[src/rtl/smvm_pkg.sv]
// Shared types and constants for the sparse matrix-vector multiply front-end.
package smvm_pkg;

  localparam int DATA_W    = 8;
  localparam int CNT_W     = 8;
  localparam int K         = 4;
  localparam int VEC_DEPTH = 128;
  localparam int AW        = 7;
  localparam int LANE_W    = (K > 1) ? $clog2(K) : 1;

  typedef enum logic [2:0] {
    IDLE   = 3'd0,
    VEC_IN = 3'd1,
    MAT_IN = 3'd2,
    DRAIN  = 3'd3,
    DONE   = 3'd4
  } state_t;

  // Occupancy mask with the lowest n lanes set.
  function automatic logic [K-1:0] lane_mask(input logic [LANE_W:0] n);
    logic [K-1:0] m;
    m = '0;
    for (int i = 0; i < K; i++) begin
      m[i] = (i < int'(n));
    end
    return m;
  endfunction

endpackage

[src/rtl/smvm_lane_packer.sv]
// Packs accepted matrix beats into K-lane issue groups; a group issues when
// lane K-1 fills or the last nonzero arrives, whichever comes first.
module smvm_lane_packer
  import smvm_pkg::*;
(
  input  logic                     clk,
  input  logic                     rst,
  input  logic                     push,
  input  logic                     last,
  input  logic signed [DATA_W-1:0] val,
  input  logic [DATA_W-1:0]        col,
  input  logic                     ipv,
  output logic                     grp_valid,
  output logic [DATA_W*K-1:0]      grp_val,
  output logic [DATA_W*K-1:0]      grp_col,
  output logic [K-1:0]             grp_ipv,
  output logic [K-1:0]             grp_mask
);

  logic [LANE_W-1:0]        lane_cnt;
  logic signed [DATA_W-1:0] pack_val_p0 [K];
  logic [DATA_W-1:0]        pack_col_p0 [K];
  logic [K-1:0]             pack_ipv_p0;

  logic                     issue;
  logic [LANE_W:0]          fill;
  logic [DATA_W*K-1:0]      nxt_val;
  logic [DATA_W*K-1:0]      nxt_col;
  logic [K-1:0]             nxt_ipv;

  assign issue = push && ((lane_cnt == LANE_W'(K - 1)) || last);
  assign fill  = {1'b0, lane_cnt} + {{LANE_W{1'b0}}, 1'b1};

  // Stage p0 -> group: merge held lanes with the current beat, zero the rest.
  always_comb begin
    nxt_val = '0;
    nxt_col = '0;
    nxt_ipv = '0;
    for (int i = 0; i < K; i++) begin
      if (i < int'(lane_cnt)) begin
        nxt_val[i*DATA_W +: DATA_W] = pack_val_p0[i];
        nxt_col[i*DATA_W +: DATA_W] = pack_col_p0[i];
        nxt_ipv[i]                  = pack_ipv_p0[i];
      end else if (i == int'(lane_cnt)) begin
        nxt_val[i*DATA_W +: DATA_W] = val;
        nxt_col[i*DATA_W +: DATA_W] = col;
        nxt_ipv[i]                  = ipv;
      end
    end
  end

  always_ff @(posedge clk) begin
    if (push && !issue) begin
      pack_val_p0[lane_cnt] <= val;
      pack_col_p0[lane_cnt] <= col;
      pack_ipv_p0[lane_cnt] <= ipv;
    end
  end

  always_ff @(posedge clk) begin
    if (rst) begin
      lane_cnt  <= '0;
      grp_valid <= 1'b0;
      grp_val   <= '0;
      grp_col   <= '0;
      grp_ipv   <= '0;
      grp_mask  <= '0;
    end else begin
      grp_valid <= issue;
      if (push) begin
        lane_cnt <= issue ? '0 : lane_cnt + 1'b1;
      end
      if (issue) begin
        grp_val  <= nxt_val;
        grp_col  <= nxt_col;
        grp_ipv  <= nxt_ipv;
        grp_mask <= lane_mask(fill);
      end
    end
  end

endmodule

[src/rtl/smvm_ctrl.sv]
// Input sequencer for the SpMV datapath: header, dense vector load, matrix
// beat packing into K-lane groups, pipeline drain and completion pulse.
module smvm_ctrl
  import smvm_pkg::*;
#(
  parameter int PIPE_LAT = 4
) (
  input  logic                  clk,
  input  logic                  rst,
  input  logic                  in_valid,
  output logic                  in_ready,
  input  logic [DATA_W-1:0]     val_in,
  input  logic [DATA_W-1:0]     col_in,
  input  logic                  ipv_in,
  input  logic                  mat_last,
  output logic                  vec_we,
  output logic [AW-1:0]         vec_waddr,
  output logic [DATA_W-1:0]     vec_wdata,
  output logic                  grp_valid,
  output logic [DATA_W*K-1:0]   grp_val,
  output logic [DATA_W*K-1:0]   grp_col,
  output logic [K-1:0]          grp_ipv,
  output logic [K-1:0]          grp_mask,
  output logic [DATA_W-1:0]     rows_cfg,
  output logic [DATA_W-1:0]     cols_cfg,
  output logic                  busy,
  output logic                  done,
  output logic                  err
);

  state_t             state, state_nxt;
  logic [CNT_W-1:0]   vec_count;
  logic [CNT_W-1:0]   row_cnt;
  logic [CNT_W-1:0]   drain_cnt;
  logic [CNT_W-1:0]   row_total;
  logic               accept;
  logic               hdr_ok;
  logic               vec_last;
  logic               push;

  assign in_ready  = (state == IDLE) || (state == VEC_IN) || (state == MAT_IN);
  assign accept    = in_valid && in_ready;
  assign busy      = (state != IDLE);
  assign hdr_ok    = (col_in != '0) && (col_in <= CNT_W'(VEC_DEPTH));
  assign vec_last  = (vec_count == cols_cfg - 1'b1);
  assign row_total = row_cnt + {{(CNT_W-1){1'b0}}, ipv_in};
  assign vec_waddr = vec_count[AW-1:0];
  assign vec_wdata = vec_we ? val_in : '0;

  always_comb begin
    state_nxt = state;
    vec_we    = 1'b0;
    push      = 1'b0;
    done      = 1'b0;
    case (state)
      IDLE: begin
        if (accept && hdr_ok) state_nxt = VEC_IN;
      end
      VEC_IN: begin
        vec_we = accept;
        if (accept && vec_last) state_nxt = MAT_IN;
      end
      MAT_IN: begin
        push = accept;
        if (accept && mat_last) state_nxt = DRAIN;
      end
      DRAIN: begin
        if (drain_cnt == CNT_W'(PIPE_LAT - 1)) state_nxt = DONE;
      end
      DONE: begin
        done      = 1'b1;
        state_nxt = IDLE;
      end
      default: state_nxt = IDLE;
    endcase
  end

  always_ff @(posedge clk) begin
    if (rst) begin
      state     <= IDLE;
      vec_count <= '0;
      row_cnt   <= '0;
      drain_cnt <= '0;
      rows_cfg  <= '0;
      cols_cfg  <= '0;
      err       <= 1'b0;
    end else begin
      state <= state_nxt;
      case (state)
        IDLE: begin
          if (accept) begin
            if (hdr_ok) begin
              rows_cfg  <= val_in;
              cols_cfg  <= col_in;
              err       <= 1'b0;
              vec_count <= '0;
              row_cnt   <= '0;
            end else begin
              err <= 1'b1;
            end
          end
        end
        VEC_IN: begin
          if (accept) vec_count <= vec_last ? '0 : vec_count + 1'b1;
        end
        MAT_IN: begin
          if (accept) begin
            // Out-of-range columns are flagged but still packed downstream.
            if (col_in >= cols_cfg) err <= 1'b1;
            row_cnt <= row_total;
            if (mat_last) begin
              drain_cnt <= '0;
              if (row_total != rows_cfg) err <= 1'b1;
            end
          end
        end
        DRAIN: drain_cnt <= drain_cnt + 1'b1;
        default: ;
      endcase
    end
  end

  smvm_lane_packer u_packer (
    .clk       (clk),
    .rst       (rst),
    .push      (push),
    .last      (mat_last),
    .val       (val_in),
    .col       (col_in),
    .ipv       (ipv_in),
    .grp_valid (grp_valid),
    .grp_val   (grp_val),
    .grp_col   (grp_col),
    .grp_ipv   (grp_ipv),
    .grp_mask  (grp_mask)
  );

endmodule
[config.mk]
export PLATFORM = sky130hd
export DESIGN_NAME = smvm_ctrl
export DESIGN_NICKNAME = d
export VERILOG_FILES = /design/src/rtl/smvm_pkg.sv /design/src/rtl/smvm_lane_packer.sv /design/src/rtl/smvm_ctrl.sv
export SDC_FILE = /design/constraint.sdc
export NUM_CORES = 1
export LEC_CHECK = 0
export ABC_AREA = 1
export CAP_MARGIN = 15
export CORE_ASPECT_RATIO = 0.7
export CORE_MARGIN = 1
export CORE_UTILIZATION = 30
export CTS_BUF_LIST = sky130_fd_sc_hd__clkbuf_4
export CTS_CLUSTER_DIAMETER = 30
export DETAILED_ROUTE_END_ITERATION = 10
export PLACE_DENSITY_LB_ADDON = 0.15
export SETUP_SLACK_MARGIN = 0.05
export SYNTH_ARGS = -nofsm -noshare
export SYNTH_HDL_FRONTEND = slang
export SYNTH_SLANG_ARGS = --single-unit
[constraint.sdc]
create_clock -name clk -period 5.2 [get_ports clk]
set_clock_uncertainty 0.1 [all_clocks]
set_input_delay 1.04 -clock clk [delete_from_list [all_inputs] [get_ports clk]]
set_output_delay 1.04 -clock clk [all_outputs]
set_load 0.005 [all_outputs]
==> results.md <==
* Final Non-Filler Cells at 1306
* Synth Instances at ~860
* Final Hold Vio Count at 0
* Area growth from synthesis to layout at 24.8%
* Library cells used by synthesis at 35
* Num rows at between 40 and 50
* Syn avg cell area at between 8 and 9 um2
* Setup tns final at 0 ns
* WHS Path Cells at 2
* Post-layout util at 0.384
* Final setup viols at 0
* Initial DRC Count at 432
* Layout cells sized above 1 at 0.0588
* Fmax at 252 MHz
* Initial Utilization at 0.307
* Slew margin rel. at 0.462
* Clock-pin transition on the worst setup and hold timing paths at 0.15 ns
* Vias in the first global route at 5676
* VDD IR max at approximately 0.11 mV
* Startpoint types: input port
* Post-CTS setup buffer count at 0
* Crit path DAT at about 2.8 ns
* Sequential fraction of the synthesis area at 0.536
* Hold_sp: err$_SDFFE_PP0P_
* Post-synth EDFFs at 51
* Period utilization at 0.763
* Slew @ Worst Pin at 0.805 ns
* Slowest CP cell: clkdlybuf4s50_1
* Clk buf depth at 2
* Final ANT Viol Nets at 0
* IO buf count at ~130
* Crit path time final at ~4.0 ns
* R2R Setup Slk at ~2.3 ns
* Number of max-cap violations at 0
* Core area at ~0.024 mm2
* Post-synth top cells: o21ai_0 (166), nand2_1 (127), dfxtp_1 (119), a21oi_1 (79), inv_1 (75)
* Worst r2r path cells at 10
* Worst Path Buf+Inv at 4
* Cell with the most instances after synthesis: o21ai_0
* CTS buffer count at 17
* Mapped Nets at approximately 900
* DR pass1 iterations at 4
* I/O pin cnt at 130
* Mapped cell area at between 0.007 and 0.008 mm2
* GRT Total Usage at 0.173
* Vias after detailed routing at approximately 6300
* First-pass GRT wire length at approximately 33000 um
* Worst skew pair latency at approximately 0.6 ns
* Die Wd at ~190 um
* Worst hold path type: register to register
* Post-CTS Hold Fix Bufs at 0
* Synth warnings at 0
* Die ar. at 0.0250 mm2
* RSZ-0062 raised after global routing: false
* Most area-hungry cell type in the Yosys netlist: dfxtp_1
* Crit path max-delay family: buffers and inverters
* CP Max Fanout at 8
* Chip height at 133 um
* Placer Congestion at 0.835
* Synth Register Bits at 170
* Clock sinks at 170
* Avg WL per Cell at 16.4 um
* Status: finished clean
* Placed cells at about 1300
* Crit Path Category: input port to output port
* TritonCTS clock tree: done
* WP depth at 6
* FILL cells at ~2500
* LEAKAGE at between 3 and 4 nW
* Largest net degree at the start of global routing at 82
* Routed WL at ~21000 um
* Initial antenna violation count at 1
* Synth top area share at 0.326
* Top cells by area, synth: dfxtp_1 (33%), edfxtp_1 (21%), o21ai_0 (11%)
* Asr flop ratio synth at 0
* GRT Residual Overflow at 0
* Critical path cell sequence: clkdlybuf4s50_1 > inv_1 > nor2_1 > inv_1 > nor2_1 > clkdlybuf4s50_1
* Delay of the slowest critical-path stage at about 0.59 ns
* WHS at approximately 0.36 ns
* Total power at ~3 mW
* H-tree depth at 4
* Post-DP HPWL at roughly 15000 um
* Req. time, crit path at 4.06 ns
* Synth Flop Type: dfxtp_1
* Pins Over Slew Limit at 0
* CP Capture Type: output port
* CTS resizes at 0
* DRC Markers at 0
* Via/cell ratio at between 4 and 5
* CTS root buf: clkbuf_4
* Power Density at between 300 and 400 mW/mm2
* Hold path endpoint: err$_SDFFE_PP0P_
* Critical R2R Launch: state[2]$_SDFFE_PP0P_
* Critical R2R Capture: u_packer.grp_col[21]$_SDFFE_PP0P_
* Layout Nets at between 1000 and 1500
[layer usage]
metal / part of all wire / GRT usage / wire (um)
met1: 0.52 / 0.261 / 11200
met2: 0.42 / 0.245 / 8890
met3: 0.052 / 0.0411 / 1100
met4: 0.0082 / 0.0376 / 176
met5: 0 / 0 / 0
[placed cells by master, fill, tap and decap left out, types with 2 or more instances in the layout]
master / synthesis / final
a21oi_1: 79 / 79
nor3b_1: 2 / 2
nor2_2: 2 / 2
xor2_1: 10 / 10
ha_1: 19 / 19
inv_8: 0 / 3
nor3_1: 6 / 6
clkinv_2: 1 / 4
nor2_4: 2 / 2
nor2_1: 65 / 65
or2_0: 2 / 2
o21ai_0: 166 / 166
buf_4: 9 / 12
a31oi_1: 17 / 17
nand3_1: 38 / 38
dfxtp_1: 119 / 119
clkinvlp_4: 0 / 2
inv_6: 0 / 6
xnor2_1: 5 / 5
inv_2: 5 / 6
inv_1: 75 / 74
nand4_1: 12 / 12
nand2_1: 127 / 127
edfxtp_1: 51 / 51
o21ai_1: 3 / 3
clkbuf_4: 0 / 17
clkdlybuf4s50_1: 0 / 129
[where the power goes]
group / internal [mW] / leakage (nW) / switching, mW / total, mW
clock network: 0.209 / 0.142 / 0.538 / 0.747
registers: 1.46 / 1.42 / 0.0761 / 1.54
logic: 0.301 / 1.81 / 0.402 / 0.704
total: 1.97 / 3.37 / 1.02 / 2.99
[worst max path at each step]
stage                                                end  slack (ns)                               from
global route                                vec_wdata[3]        1.05                           in_valid
detailed placement                          vec_wdata[3]        1.20                           in_valid
finish                                      vec_wdata[3]        1.23                           in_valid
global placement                            vec_wdata[0]        1.23                           in_valid
floorplan           u_packer.pack_col_p0[0][0]$_DFFE_PP_        2.28  u_packer.lane_cnt[1]$_SDFFE_PP0P_
CTS                                         vec_wdata[3]        1.19                           in_valid
[layout make-up]
cell class	count	area (um2)	share of cell area
antenna	1	2.50	0.000275
clock buffer	17	128	0.0140
clock inverter	15	133	0.0146
inverter	82	309	0.0339
multi-input combinational	562	2850	0.313
sequential	170	3910	0.429
tap	318	398	0.0437
timing repair buffer	141	1380	0.152
[worst reg2reg max path, stage by stage (launching register included)]
cell,delay [ns]
dfxtp_1,0.42
nor2_2,0.08
inv_2,0.08
nor2_4,0.06
inv_2,0.19
nor2_4,0.06
nand2_2,0.38
clkinv_2,0.71
buf_4,0.49
o21ai_0,0.18
a21oi_1,0.06
[state kept, by name, summed over array words and instances, names as in the netlist]
| register | cells |
|---|---|
| u_packer.pack_ipv_p0 | 3 |
| u_packer.grp_valid | 1 |
| err | 1 |
| rows_cfg | 8 |
| vec_count | 8 |
| drain_cnt | 8 |
| u_packer.pack_val_p0 | 24 |
| u_packer.grp_col | 32 |
| u_packer.grp_mask | 4 |
| u_packer.grp_val | 32 |
| row_cnt | 8 |
| u_packer.lane_cnt | 2 |
| state | 3 |
| u_packer.grp_ipv | 4 |
| cols_cfg | 8 |
| u_packer.pack_col_p0 | 24 |
[stage by stage]
step                      setup WS [ns]  instance area (um2)
after floorplan                    2.28                 7300
after global placement             1.23                 8850
after detailed placement           1.20                 8850
after CTS                          1.19                 9110
after global routing               1.05                 9110
final                              1.23                 9110
[cells by family after synthesis]
family / synth area share
DFF: 0.536
xor gates and xnor gates: 0.0180
AOI/OAI and AO/OA: 0.187
buffers and inverters: 0.0737
and+or+nand+nor: 0.153
adders and majority gates: 0.0326
(Power assumes the default switching activity.)
